--- src/rtl/vl_pkg.sv ---
// Shared types, legal SEW/LMUL encodings and helpers for the strip sequencer.
package vl_pkg;

    typedef enum logic [1:0] {
        ST_IDLE  = 2'd0,
        ST_CALC  = 2'd1,
        ST_ISSUE = 2'd2,
        ST_DONE  = 2'd3
    } state_e;

    localparam logic [7:0] SEW_8  = 8'd8;
    localparam logic [7:0] SEW_16 = 8'd16;
    localparam logic [7:0] SEW_32 = 8'd32;
    localparam logic [7:0] SEW_64 = 8'd64;

    localparam logic [4:0] LMUL_1 = 5'd1;
    localparam logic [4:0] LMUL_2 = 5'd2;
    localparam logic [4:0] LMUL_4 = 5'd4;
    localparam logic [4:0] LMUL_8 = 5'd8;

    localparam logic [2:0] SEW_8_LOG2  = 3'd3;
    localparam logic [2:0] SEW_16_LOG2 = 3'd4;
    localparam logic [2:0] SEW_32_LOG2 = 3'd5;
    localparam logic [2:0] SEW_64_LOG2 = 3'd6;

    localparam logic [1:0] LMUL_1_LOG2 = 2'd0;
    localparam logic [1:0] LMUL_2_LOG2 = 2'd1;
    localparam logic [1:0] LMUL_4_LOG2 = 2'd2;
    localparam logic [1:0] LMUL_8_LOG2 = 2'd3;

    // log2 of a legal SEW; illegal widths map to 0 and are rejected separately
    function automatic logic [2:0] sew_log2(input logic [7:0] sew);
        logic [2:0] r;
        case (sew)
            SEW_8:   r = SEW_8_LOG2;
            SEW_16:  r = SEW_16_LOG2;
            SEW_32:  r = SEW_32_LOG2;
            SEW_64:  r = SEW_64_LOG2;
            default: r = 3'd0;
        endcase
        return r;
    endfunction

    // log2 of a legal LMUL; illegal multipliers map to 0 and are rejected separately
    function automatic logic [1:0] lmul_log2(input logic [4:0] lmul);
        logic [1:0] r;
        case (lmul)
            LMUL_1:  r = LMUL_1_LOG2;
            LMUL_2:  r = LMUL_2_LOG2;
            LMUL_4:  r = LMUL_4_LOG2;
            LMUL_8:  r = LMUL_8_LOG2;
            default: r = 2'd0;
        endcase
        return r;
    endfunction

    // True only when both SEW and LMUL are one of the supported powers of two
    function automatic logic sew_lmul_legal(input logic [7:0] sew, input logic [4:0] lmul);
        logic sew_ok;
        logic lmul_ok;
        sew_ok  = (sew == SEW_8) || (sew == SEW_16) || (sew == SEW_32) || (sew == SEW_64);
        lmul_ok = (lmul == LMUL_1) || (lmul == LMUL_2) || (lmul == LMUL_4) || (lmul == LMUL_8);
        return sew_ok && lmul_ok;
    endfunction

endpackage

--- src/rtl/vl_strip_calc.sv ---
// Combinational strip sizing: VLMAX from SEW/LMUL by shifting, then vl = min(rem, VLMAX).
module vl_strip_calc
    import vl_pkg::*;
#(
    parameter int VLEN  = 64,
    parameter int AVL_W = 9
) (
    input  logic [7:0]       sew,
    input  logic [4:0]       lmul,
    input  logic [AVL_W-1:0] rem,
    output logic [AVL_W-1:0] vlmax,
    output logic [AVL_W-1:0] vl,
    output logic             last,
    output logic             illegal
);

    localparam int VLEN_LOG2 = $clog2(VLEN);
    localparam logic [AVL_W-1:0] ONE = {{(AVL_W-1){1'b0}}, 1'b1};

    int sh_s;

    // VLMAX = 2^(log2 VLEN + log2 LMUL - log2 SEW); zero when the shape is unusable
    always_comb begin
        illegal = !sew_lmul_legal(sew, lmul);
        sh_s    = VLEN_LOG2 + int'(lmul_log2(lmul)) - int'(sew_log2(sew));
        if (illegal || (sh_s < 0) || (sh_s >= AVL_W)) begin
            vlmax = {AVL_W{1'b0}};
        end else begin
            vlmax = ONE << sh_s;
        end
        if (rem < vlmax) begin
            vl = rem;
        end else begin
            vl = vlmax;
        end
        last = (rem <= vlmax);
    end

endmodule

--- src/rtl/vl_strip_sequencer.sv ---
// Strip-mining controller: splits one AVL request into VLMAX-sized strips
// handed to the vector lanes over valid/ready, then pulses done.
module vl_strip_sequencer
    import vl_pkg::*;
#(
    parameter int VLEN  = 64,
    parameter int AVL_W = 9,
    parameter int CNT_W = 9
) (
    input  logic             clk,
    input  logic             rst_n,
    input  logic             flush,
    input  logic             req_valid,
    output logic             req_ready,
    input  logic [7:0]       req_sew,
    input  logic [4:0]       req_lmul,
    input  logic [AVL_W-1:0] req_avl,
    output logic             strip_valid,
    input  logic             strip_ready,
    output logic [AVL_W-1:0] strip_vl,
    output logic [AVL_W-1:0] strip_base,
    output logic             strip_last,
    output logic             done_valid,
    output logic             done_err,
    output logic [CNT_W-1:0] done_strips,
    output logic             busy
);

    localparam logic [CNT_W-1:0] CNT_ONE = {{(CNT_W-1){1'b0}}, 1'b1};
    localparam logic [CNT_W-1:0] CNT_MAX = {CNT_W{1'b1}};
    localparam logic [AVL_W-1:0] AVL_ZERO = {AVL_W{1'b0}};

    state_e           state_r, state_nx;
    logic [7:0]       sew_r, sew_nx;
    logic [4:0]       lmul_r, lmul_nx;
    logic [AVL_W-1:0] rem_r, rem_nx;
    logic [AVL_W-1:0] base_r, base_nx;
    logic [AVL_W-1:0] vl_r, vl_nx;
    logic [CNT_W-1:0] count_r, count_nx;
    logic             err_r, err_nx;
    logic             last_r, last_nx;

    logic             req_ready_r;
    logic             strip_valid_r;
    logic             done_valid_r;
    logic             done_err_r;
    logic [CNT_W-1:0] done_strips_r;
    logic             busy_r;

    logic [7:0]       calc_sew_s;
    logic [4:0]       calc_lmul_s;
    logic [AVL_W-1:0] calc_vlmax_s;
    logic [AVL_W-1:0] calc_vl_s;
    logic             calc_last_s;
    logic             calc_illegal_s;

    // While idle the calculator looks at the incoming request, otherwise at the latched shape
    always_comb begin
        if (state_r == ST_IDLE) begin
            calc_sew_s  = req_sew;
            calc_lmul_s = req_lmul;
        end else begin
            calc_sew_s  = sew_r;
            calc_lmul_s = lmul_r;
        end
    end

    vl_strip_calc #(
        .VLEN  (VLEN),
        .AVL_W (AVL_W)
    ) u_calc (
        .sew     (calc_sew_s),
        .lmul    (calc_lmul_s),
        .rem     (rem_r),
        .vlmax   (calc_vlmax_s),
        .vl      (calc_vl_s),
        .last    (calc_last_s),
        .illegal (calc_illegal_s)
    );

    // Next-state and datapath update; flush overrides everything and clears the counters
    always_comb begin
        state_nx = state_r;
        sew_nx   = sew_r;
        lmul_nx  = lmul_r;
        rem_nx   = rem_r;
        base_nx  = base_r;
        vl_nx    = vl_r;
        count_nx = count_r;
        err_nx   = err_r;
        last_nx  = last_r;
        if (flush) begin
            state_nx = ST_IDLE;
            sew_nx   = 8'd0;
            lmul_nx  = 5'd0;
            rem_nx   = AVL_ZERO;
            base_nx  = AVL_ZERO;
            vl_nx    = AVL_ZERO;
            count_nx = {CNT_W{1'b0}};
            err_nx   = 1'b0;
            last_nx  = 1'b0;
        end else begin
            case (state_r)
                ST_IDLE: begin
                    if (req_valid && req_ready_r) begin
                        sew_nx   = req_sew;
                        lmul_nx  = req_lmul;
                        rem_nx   = req_avl;
                        base_nx  = AVL_ZERO;
                        count_nx = {CNT_W{1'b0}};
                        err_nx   = calc_illegal_s;
                        // A zero VLMAX could never make progress, so it finishes like an error
                        if (calc_illegal_s || (calc_vlmax_s == AVL_ZERO) || (req_avl == AVL_ZERO)) begin
                            state_nx = ST_DONE;
                        end else begin
                            state_nx = ST_CALC;
                        end
                    end else begin
                        state_nx = ST_IDLE;
                    end
                end
                ST_CALC: begin
                    vl_nx    = calc_vl_s;
                    last_nx  = calc_last_s;
                    state_nx = ST_ISSUE;
                end
                ST_ISSUE: begin
                    if (strip_ready) begin
                        rem_nx  = rem_r - vl_r;
                        base_nx = base_r + vl_r;
                        if (count_r == CNT_MAX) begin
                            count_nx = count_r;
                        end else begin
                            count_nx = count_r + CNT_ONE;
                        end
                        if (last_r) begin
                            state_nx = ST_DONE;
                        end else begin
                            state_nx = ST_CALC;
                        end
                    end else begin
                        state_nx = ST_ISSUE;
                    end
                end
                ST_DONE: begin
                    state_nx = ST_IDLE;
                end
                default: begin
                    state_nx = ST_IDLE;
                end
            endcase
        end
    end

    // Control and datapath registers
    always_ff @(posedge clk or negedge rst_n) begin
        if (!rst_n) begin
            state_r <= ST_IDLE;
            sew_r   <= 8'd0;
            lmul_r  <= 5'd0;
            rem_r   <= AVL_ZERO;
            base_r  <= AVL_ZERO;
            vl_r    <= AVL_ZERO;
            count_r <= {CNT_W{1'b0}};
            err_r   <= 1'b0;
            last_r  <= 1'b0;
        end else begin
            state_r <= state_nx;
            sew_r   <= sew_nx;
            lmul_r  <= lmul_nx;
            rem_r   <= rem_nx;
            base_r  <= base_nx;
            vl_r    <= vl_nx;
            count_r <= count_nx;
            err_r   <= err_nx;
            last_r  <= last_nx;
        end
    end

    // Status outputs registered from the next state so they line up with the state register
    always_ff @(posedge clk or negedge rst_n) begin
        if (!rst_n) begin
            req_ready_r   <= 1'b1;
            strip_valid_r <= 1'b0;
            done_valid_r  <= 1'b0;
            done_err_r    <= 1'b0;
            done_strips_r <= {CNT_W{1'b0}};
            busy_r        <= 1'b0;
        end else begin
            req_ready_r   <= (state_nx == ST_IDLE);
            strip_valid_r <= (state_nx == ST_ISSUE);
            done_valid_r  <= (state_nx == ST_DONE);
            done_err_r    <= (state_nx == ST_DONE) && err_nx;
            done_strips_r <= (state_nx == ST_DONE) ? count_nx : {CNT_W{1'b0}};
            busy_r        <= (state_nx != ST_IDLE);
        end
    end

    assign req_ready   = req_ready_r;
    assign strip_valid = strip_valid_r;
    assign strip_vl    = vl_r;
    assign strip_base  = base_r;
    assign strip_last  = last_r;
    assign done_valid  = done_valid_r;
    assign done_err    = done_err_r;
    assign done_strips = done_strips_r;
    assign busy        = busy_r;

endmodule

--- config.mk ---
export PLATFORM = sky130hd
export DESIGN_NAME = vl_strip_sequencer
export DESIGN_NICKNAME = d
export VERILOG_FILES = /design/src/rtl/vl_pkg.sv /design/src/rtl/vl_strip_calc.sv /design/src/rtl/vl_strip_sequencer.sv
export SDC_FILE = /design/constraint.sdc
export NUM_CORES = 1
export LEC_CHECK = 0
export CORE_ASPECT_RATIO = 0.8
export CORE_MARGIN = 3
export CORE_UTILIZATION = 45
export DETAILED_ROUTE_END_ITERATION = 12
export PLACE_DENSITY = 0.77
export SLEW_MARGIN = 25
export SYNTH_ARGS = -nofsm -noshare
export SYNTH_HDL_FRONTEND = slang
export SYNTH_SLANG_ARGS = --single-unit
--- constraint.sdc ---
create_clock -name clk -period 6 [get_ports clk]
set_input_delay 1.2 -clock clk [delete_from_list [all_inputs] [get_ports clk]]
set_output_delay 1.2 -clock clk [all_outputs]
set_load 0.1 [all_outputs]
# Yosys cells after proc, flatten, opt, wreduce, memory -nomap -nowiden
# Index checks and enable logic that the tools add are counted.
# classes
n_addsub,5
eq_ne,16
mux,39
shift,1
n_lt_le_gt_ge,4
reduce_logical,25
# op_table
cell,n
two-way mux 9 bit,15
one-hot mux 9 bit (2 select lines),3
"greater-or-equal comparator 32 x 5 -> 1 bit, second input constant",1
"less-than comparator 32 x 1 -> 1 bit, second input constant",1
two-way mux 8 bit,4
"<< shifter 1 x 32 -> 9 bit, first input constant",1
subtractor 32 x 4 -> 32 bit,1
two-way mux 5 bit,4
logical NOT 9 bit,2
one-hot mux 3 bit (4 select lines),1
logical OR 1 bit,10
two-way mux 2 bit,5
"adder 9 x 1 -> 9 bit, second input constant",1
adder 9 bit,1
"== test 9 bit, second input constant",1
less-or-equal comparator 9 bit,1
less-than comparator 9 bit,1
subtractor 9 bit,1
"== test 2 bit, second input constant",4
"== test 8 x 4 -> 1 bit, second input constant",1
"== test 8 x 5 -> 1 bit, second input constant",1
"== test 8 x 6 -> 1 bit, second input constant",1
"== test 8 x 7 -> 1 bit, second input constant",1
one-hot mux 2 bit (4 select lines),1
other kinds (17),27
# word_totals
regBits,67
input_bits,27
out_inout_bits,33

# Logic depth before layout (Yosys ltp)
# Gate-level depths: netlist of run 1.
# depth
ltp_word,20
ltp_mapped,24
ltp_nobuf,21

# Cells and area by module
# Synthesis of run 1 repeated with hierarchy kept, for this count alone.
# unflattened
hier_cells,521
hier_area_um2,4583.1
# modules_own_cells
module,seq_area_each_um2,area_per_inst_um2,n_inst,cells_each
vl_strip_sequencer,1677.9,3767.4,1,414
vl_strip_calc,0.0,815.8,1,107

# Least setup slack after synthesis of run 1
# No wires, ideal clock.
# synth_timing
kind,input to register
start,input req_sew[0]
end,"register vl_r[8], in the netlist strip_vl[8]"
t_arrival_ns,5.460
path_stages,20
required_time_ns,5.921
slack_ns,0.461
path_cell_list,or3_1 -> or4_4 -> a211oi_4 -> nor2_1 -> ha_1 -> a21o_1 -> a21oi_1 -> ha_1 -> buf_1 -> nand3b_1 -> or4_1 -> ha_1 -> o21ai_0 -> a21oi_1 -> o21ai_0 -> nand2_1 -> a221oi_1 -> clkbuf_1 -> a32oi_1 -> o21ai_1
# synth_via
elab_chain_len,14
elab_cells_between_ends,22
classes_between,1 x add/sub; 3 x order compare; 4 x eq/ne; 1 x shift; 6 x mux; 7 x reduce/logical
# synth_lines
element,line_no,text
from (decl),vl_strip_sequencer.sv:15,"input logic [7:0] req_sew,"
two-way mux 8 bit *,vl_strip_sequencer.sv:59,if (state_r == ST_IDLE) begin
"parallel branches: the longest is 8 deep, another holds subtractor 32 x 4 -> 32 bit",n/a,
two-way mux 9 bit *,vl_strip_calc.sv:26,if (illegal || (sh_s < 0) || (sh_s >= AVL_W)) begin
less-than comparator 9 bit,vl_strip_calc.sv:31,if (rem < vlmax) begin
two-way mux 9 bit *,vl_strip_calc.sv:31,
two-way mux 9 bit *,vl_strip_sequencer.sv:103,case (state_r)
two-way mux 9 bit *,vl_strip_sequencer.sv:92,if (flush) begin
to (signal assigned),vl_strip_sequencer.sv:173,vl_r <= vl_nx;
to (decl),vl_strip_sequencer.sv:38,"logic [AVL_W-1:0] vl_r, vl_nx;"
# Every way passes the cells marked *. The select of a mux whose other input is x is not followed.
# A chain may end at the register's enable or synchronous reset.

# Worst setup path in the final report of run 1
# layout_timing
start,input req_sew[0]
end,"register vl_r[4], in the netlist strip_vl[4]"
# The elaborated chain is that of the path after synthesis.

==> results of run 1 <==
## stage by stage
stage	std cells	cell area (um2)	setup WS, ps
after global routing	662	5340	63.5
after global placement	646	5040	78.5
after detailed placement	646	5040	-112
final	662	5340	294
after floorplan	474	4270	461
after CTS	662	5330	216
## cell usage in the layout (no fill, tap or decap), types with 3 or more instances in the layout
cell,instances
fa_1,3
clkbuf_16,9
a21o_1,4
a21oi_1,33
nor3b_1,3
clkinv_2,3
a22o_1,9
nand4_1,6
dfrtp_1,66
ha_1,31
o22ai_1,3
mux2i_1,5
inv_1,23
clkdlybuf4s50_1,58
xnor2_1,12
o21ai_0,30
nand3_1,5
and3_1,6
nor3_1,18
or4_1,3
buf_4,16
nand2_1,62
o31ai_1,4
a22oi_1,3
o21ai_1,5
a32oi_1,10
nor4_1,4
or3_1,3
a31oi_1,7
xor2_1,9
nand2b_1,6
or2_2,4
nor2_1,38
nor2b_1,7
## worst register-to-register path, stage by stage, from the launching register on
cell and delay [ps]:
dfrtp_1 600, nor2_1 310, or4_1 610, o22ai_1 370, nor2_1 150, ha_1 310
a21o_1 120, a21oi_1 80, ha_1 210, a221o_1 310, or4_1 490, ha_1 310
o21ai_0 80, a21oi_1 60, o21ai_0 130, nand2_1 80, a221oi_2 350, buf_4 200
a32oi_1 100, o21ai_0 150
## power groups by stage
stage	logic (mW)	registers, mW	clock network, mW
after floorplan	0.406	0.593	0
after global placement	0.644	0.540	0
after detailed placement	0.661	0.542	0
after CTS	0.672	0.535	0.534
after global routing	0.751	0.541	0.553
final	0.684	0.537	0.530
## cell usage after synthesis, types with 5 or more instances
| cell type | number |
|---|---|
| a21oi_1 | 33 |
| a22o_1 | 9 |
| a31oi_1 | 7 |
| a32oi_1 | 10 |
| and3_1 | 6 |
| clkbuf_1 | 15 |
| dfrtp_1 | 66 |
| ha_1 | 31 |
| inv_1 | 23 |
| mux2i_1 | 5 |
| nand2_1 | 62 |
| nand2b_1 | 6 |
| nand3_1 | 5 |
| nand4_1 | 6 |
| nor2_1 | 38 |
| nor2b_1 | 7 |
| nor3_1 | 18 |
| o21ai_0 | 30 |
| o21ai_1 | 5 |
| xnor2_1 | 12 |
| xor2_1 | 9 |
## registers in the layout, indices dropped and copies added (netlist names)
name and cells:
count_r 9, done_strips 9, rem_r 9, strip_base 9, strip_vl 9, sew_r 8
lmul_r 5, state_r 2, busy 1, done_err 1, done_valid 1, err_r 1
req_ready 1, strip_last 1, strip_valid 1
## routing by layer
metal  wire [um]  GRT usage [%]  part of all wire [%]  vias up
met2        5340           36.3                    47      147
met1        5080           30.3                    45     1942
li1            -              -                     -     1843
met5           0              0                     0        -
met4         172           7.92                   1.5        0
met3         755           4.53                   6.7       20
## path summary, 6_finish.rpt
kind,from,to,cells past startpoint,slack [ps]
max,req_sew[0],strip_vl[4],20,290
min,sew_r[2],sew_r[2],2,520
max reg2reg,state_r[0],strip_vl[4],19,890
min reg2reg,sew_r[2],sew_r[2],2,520
max in group asynchronous,rst_n,sew_r[1],2,4390
min in group asynchronous,rst_n,strip_base[8],2,1050
## timing repair
action / CTS / global route
setup endpoints to repair: 0 / 6
hold buffers: 0 / 0
endpoints found under the hold margin: 0 / 0
resized for setup: 0 / 1
## cell type report
class / instances / area, um2
clock buffers: 11 / 243
inverters: 24 / 90.1
repair buffers: 75 / 706
well taps: 115 / 144
fillers: 797 / 3810
flip-flops and latches: 67 / 1680
multi-input cells: 365 / 2430
clock inverters: 5 / 52.6
## logic make-up (layout without fill, tap and decap cells)
family | after synthesis | after routing
XOR/XNOR | 21 | 21
AND/OR/NAND/NOR | 178 | 178
multiplexers | 6 | 6
adder cells (fa/ha/maj) | 34 | 34
AO/OA/AOI/OAI | 126 | 126
buffers and inverters | 42 | 115
flip-flops | 67 | 67
==> results.md, run 1 <==
* Status: complete, no violations
* Sw frac at 38.5%
* IO Count at 60
* Core Box Area at 0.00915 mm2
* Sequential share of power at 30.7%
* Crit path buffers/inverters at 2
* Worst IR Drop VDD at 0.165 mV
* Post-Route WL at 11.4 mm
* Comb pwr share at 39.1%
* 1st-iter DRT viols at 287
* Rows at 31
* Vias/cell at 5.97
* Diode count at 0
* Synth async-reset ratio at 100%
* Total track usage at 22.6%
* Setup TNS at 0 ps
* Synth cell types at 61
* First-pass GRT wire length at 19.2 mm
* CP max-delay cell: or4_1
* Most area-hungry cell type in the Yosys netlist: dfrtp_1
* Cell-internal power at 1.08 mW
* Syn. warnings at 0
* P_leak at 2.31 nW
* Mux cell area share after synthesis at 1.44%
* Final setup viols at 0
* CP max FO at 4
* Synth Area in Compound Gates at 19.9%
* Die span in x at 115 um
* Cell family with most CP delay: compound AO/OA/AOI/OAI gates
* Ranking of synthesized cells by area: dfrtp_1, ha_1, nand2_1
* Final Core Density at 58.3%
* Final worst-path cycle share at 95.1%
* Layout cells sized above 1 at 8.59%
* GPL Wtd Cong at 0.901
* Vias after detailed routing at 3,952
* Mean routed wirelength per cell at 17.1 um
* Worst endpoint required time at 6230 ps
* Layout overhead on the synthesized area at 25.1%
* Cells after Synth at 474
* Syn Std Cell Area at 0.00427 mm2
* Post-synthesis sequential area ratio at 39.3%
* Max clock buf depth at 2
* Die area at 0.0107 mm2
* CTS sink cnt at 67
* Synthesized Nets at 535
* CTS tree: done
* Hold Vio Cnt, Final at 0
* Clock Pin Slew Worst Setup and Hold Paths at 50 ps
* Post-Synth Adder-Cell Area at 10.5%
* Input/output buffers at 59
* Residual DRC at 0
* Initial antenna violation count at 0
* CP Capture Type: flop
* Clock share of power at 30.3%
* Largest family of logic cells by synthesized area: simple AND/OR/NAND/NOR gates
* CP Class: in -> reg
* Root buffer cell: clkbuf_16
* Power, Total at 1.75 mW
* Primary FF master, synth: dfrtp_1
* Min-Delay Path Class: reg -> reg
* Hold_ws at 520 ps
* Rel. slew slack at 34.5%
* Post-CTS Setup Repair Bufs at 0
* Nets at 603
* Minimum clock period at 5710 ps
* Largest net degree at the start of global routing at 68
* Yosys reg bits at 67
* Max Slew Vio Count at 0
* First-pass DRT Iterations at 5
* Share of the synthesized area in the top cell type at 38.7%
* Die Y at 93.1 um
* Worst skew pair latency at 340 ps
* CTS buffer count at 9
* Slowest stage delay, CP at 490 ps
* Initial Util at 46.6%
* Worst EP arrival at 5940 ps
* FMAX at 175 MHz
* Power Dens Cells at 328 mW/mm2
* Worst path cell trace: clkdlybuf4s50_1 > or3_1 > or4_4 > a211oi_4 > nor2_1 > ha_1 > a21o_1 > a21oi_1 > ha_1 > a221o_1 > or4_1 > ha_1 > o21ai_0 > a21oi_1 > o21ai_0 > nand2_1 > a221oi_2 > buf_4 > a32oi_1 > o21ai_0
* EDFF count, synth at 0
* Net switching power at 0.673 mW
* Grt ovf at 0
* Vias in the first global route at 3,960
* Worst slew pin tran at 979 ps
* Critical Path Start Type: input port
* Max Cap Viol at 0
* Number of routed nets with antenna violations at 0
* HPWL Detailed at 8.26 mm
* Xor/xnor share of the synthesized area at 4.31%
* RSZ-0062 raised after global routing: no
* Skew final at 6.90 ps
* Simple-gate share of the synthesized area at 20.6%
* H-tree level count at 3
* Average cell area after synthesis at 9.00 um2
(Power assumes the default switching activity.)
==> run 2: changes to the inputs <==
--- a/config.mk
+++ b/config.mk
@@ -7,9 +7,9 @@
 export LEC_CHECK = 0
 export CORE_ASPECT_RATIO = 0.8
 export CORE_MARGIN = 3
-export CORE_UTILIZATION = 45
+export CORE_UTILIZATION = 55
 export DETAILED_ROUTE_END_ITERATION = 12
-export PLACE_DENSITY = 0.77
+export PLACE_DENSITY = 0.89
 export SLEW_MARGIN = 25
 export SYNTH_ARGS = -nofsm -noshare
 export SYNTH_HDL_FRONTEND = slang
==> run 2 against run 1 <==
Total power decreased by 6.9%. Flip-flop and latch count did not move. Global-route usage increased by 3.9 points. Clock skew increased by 3.9 ps. Hold slack improved by 6.8 ps. Combinational power fell by 1%. Fmax is 0.26% higher. First-iteration DRC count shrank 4.2%.
==> results.md, run 2 (same netlist as run 1, synthesis figures left out) <==
* Status: complete, no violations
* Worst slew pin tran at 994 ps (+15.0 ps)
* Power Dens Cells at 310 mW/mm2 (-5.3%)
* Worst endpoint required time at 6260 ps (+30 ps)
* Cell-internal power at 0.974 mW (-9.6%)
* Most Crowded Layer GR: met2
* First-pass GRT wire length at 18.9 mm (-1.8%)
* Comb pwr share at 41.6% (+2.5 points)
* Max Cap Viol at 0 (unchanged)
* First-pass DRT Iterations at 6 (+1)
* Initial Util at 57.2% (+11 points)
* Most common cell after layout, fill and taps aside: dfrtp_1
* CTS sink cnt at 67 (unchanged)
* Met3 Resource Use GR at 6.07% (+1.5 points)
* Min-Delay Path Class: reg -> reg
* P_leak at 2.27 nW (-1.9%)
* FILL cells at 556 (-30%)
* Clock Pin Slew Worst Setup and Hold Paths at 70 ps (+20 ps)
* Vias in the first global route at 3,919 (-1.0%)
* CP max FO at 5 (+1)
* Residual DRC at 0 (unchanged)
* Die Y at 84.8 um (-8.9%)
* Sequential share of power at 32.9% (+2.2 points)
* Hold Vio Cnt, Final at 0 (unchanged)
* Vias/cell at 6.13 (+2.6%)
* Mean routed wirelength per cell at 17.5 um (+1.9%)
* R2R setup slack at 870 ps (-20 ps)
* Largest net degree at the start of global routing at 68 (unchanged)
* Root buffer cell: clkbuf_8
* Net switching power at 0.656 mW (-2.6%)
* Clock share of power at 25.5% (-4.8 points)
* Grt met1 use at 34.3% (+4.0 points)
* Number of routed nets with antenna violations at 0 (unchanged)
* CTS buffer count at 9 (unchanged)
* Max Slew Vio Count at 0 (unchanged)
* Rows at 28 (-9.7%)
* CP Capture Type: flop
* 1st-iter DRT viols at 275 (-4.2%)
* Commonest non-fill, non-tap cells in the layout: dfrtp_1, nand2_1, clkdlybuf4s50_1
* Layout cells sized above 1 at 8.78% (+0.18 points)
* Post-Route WL at 11.4 mm (+0.40%)
* FMAX at 176 MHz (+0.26%)
* Worst EP arrival at 5950 ps (about the same)
* Rel. slew slack at 33.5% (-1.0 points)
* Vias after detailed routing at 3,995 (+1.1%)
* Core Box Area at 0.00746 mm2 (-18%)
* CP Class: in -> reg
* Initial antenna violation count at 0 (unchanged)
* Sw frac at 40.2% (+1.8 points)
* RSZ-0062 raised after global routing: no
* Layout overhead on the synthesized area at 23.0%
* Skew final at 10.8 ps (+3.85 ps)
* Final setup viols at 0 (unchanged)
* Die span in x at 104 um (-9.0%)
* HPWL Detailed at 8.29 mm (+0.47%)
* GPL Wtd Cong at 0.942 (+4.6%)
* Final Core Density at 70.3% (+12 points)
* Minimum clock period at 5690 ps (-14.9 ps)
* Grt ovf at 0 (unchanged)
* Diode count at 0 (unchanged)
* Total track usage at 26.5% (+3.9 points)
* Die area at 0.00886 mm2 (-17%)
* H-tree level count at 3 (unchanged)
* Input/output buffers at 59 (unchanged)
* M2 GR Usage at 44.0% (+7.6 points)
* Hold buffers post-CTS at 0 (unchanged)
* Max clock buf depth at 2 (unchanged)
* Nets at 603 (unchanged)
* Worst skew pair latency at 350 ps (about the same)
* CTS tree: done
* Critical Path Start Type: input port
* IO Count at 60 (unchanged)
* Worst IR Drop VDD at 0.152 mV (-7.7%)
* Power, Total at 1.63 mW (-6.9%)
* Final worst-path cycle share at 94.8% (-0.25 points)
==> run 2: area by class of cell <==
class / instances / area [um2] / share of cell area, %
timing repair buffer: 75 / 706 / 13.4
sequential: 67 / 1680 / 32.0
clock inverter: 7 / 92.6 / 1.76
inverter: 24 / 90.1 / 1.72
multi-input combinational: 365 / 2430 / 46.2
tap: 105 / 131 / 2.50
clock buffer: 9 / 124 / 2.36
==> run 2: timing repair <==
item	4_1_cts	5_1_grt
setup buffers	0	0
gates resized for setup	0	1
endpoints found under the setup margin	0	9
==> run 2: metrics by stage <==
step / hold slack [ps] / std cells / setup slack [ps] / setup TNS [ps] / area, um2
3_3_place_gp: 504 / 636 / 56.5 / 0 / 5030
4_1_cts: 529 / 652 / 184 / 0 / 5240
2_1_floorplan: 476 / 474 / 461 / 0 / 4270
5_1_grt: 566 / 652 / 35.1 / 0 / 5250
6_report: 527 / 652 / 309 / 0 / 5250
3_5_place_dp: 510 / 636 / -86.4 / -658 / 5030
==> run 2: critical path, cell delays in order <==
cell and delay, ps:
clkdlybuf4s50_1 410, or3_1 400, or4_4 470, a211oi_4 330, nor2_1 130, ha_1 310
a21o_1 110, a21oi_1 80, ha_1 210, a221o_1 300, or4_1 480, ha_1 300
o21ai_0 70, a21oi_1 50, o21ai_0 140, nand2_1 90, a221oi_2 350, buf_4 210
a32oi_1 130, o21ai_1 160
==> run 2: power by group through the flow <==
stage	sequential (mW)	combinational, mW	clock (mW)
2_1_floorplan	0.593	0.406	0
3_3_place_gp	0.540	0.634	0
3_5_place_dp	0.542	0.658	0
4_1_cts	0.534	0.663	0.420
5_1_grt	0.540	0.734	0.439
6_report	0.537	0.677	0.415
==> run 2: routing by layer <==
layer | vias to the layer above | share of wire (%)
li1 | 1852 | -
met1 | 1893 | 41
met2 | 224 | 47
met3 | 26 | 9.3
met4 | 0 | 1.8
met5 | - | 0
==> run 2: final timing paths <==
path | from | endpoint | depth (start not counted)
max | req_sew[0] | strip_vl[3] | 20
min | strip_base[7] | strip_base[7] | 2
max reg2reg | state_r[0] | strip_vl[3] | 19
min in group asynchronous | rst_n | strip_base[8] | 2
min reg2reg | strip_base[7] | strip_base[7] | 2
max in group asynchronous | rst_n | lmul_r[2] | 2
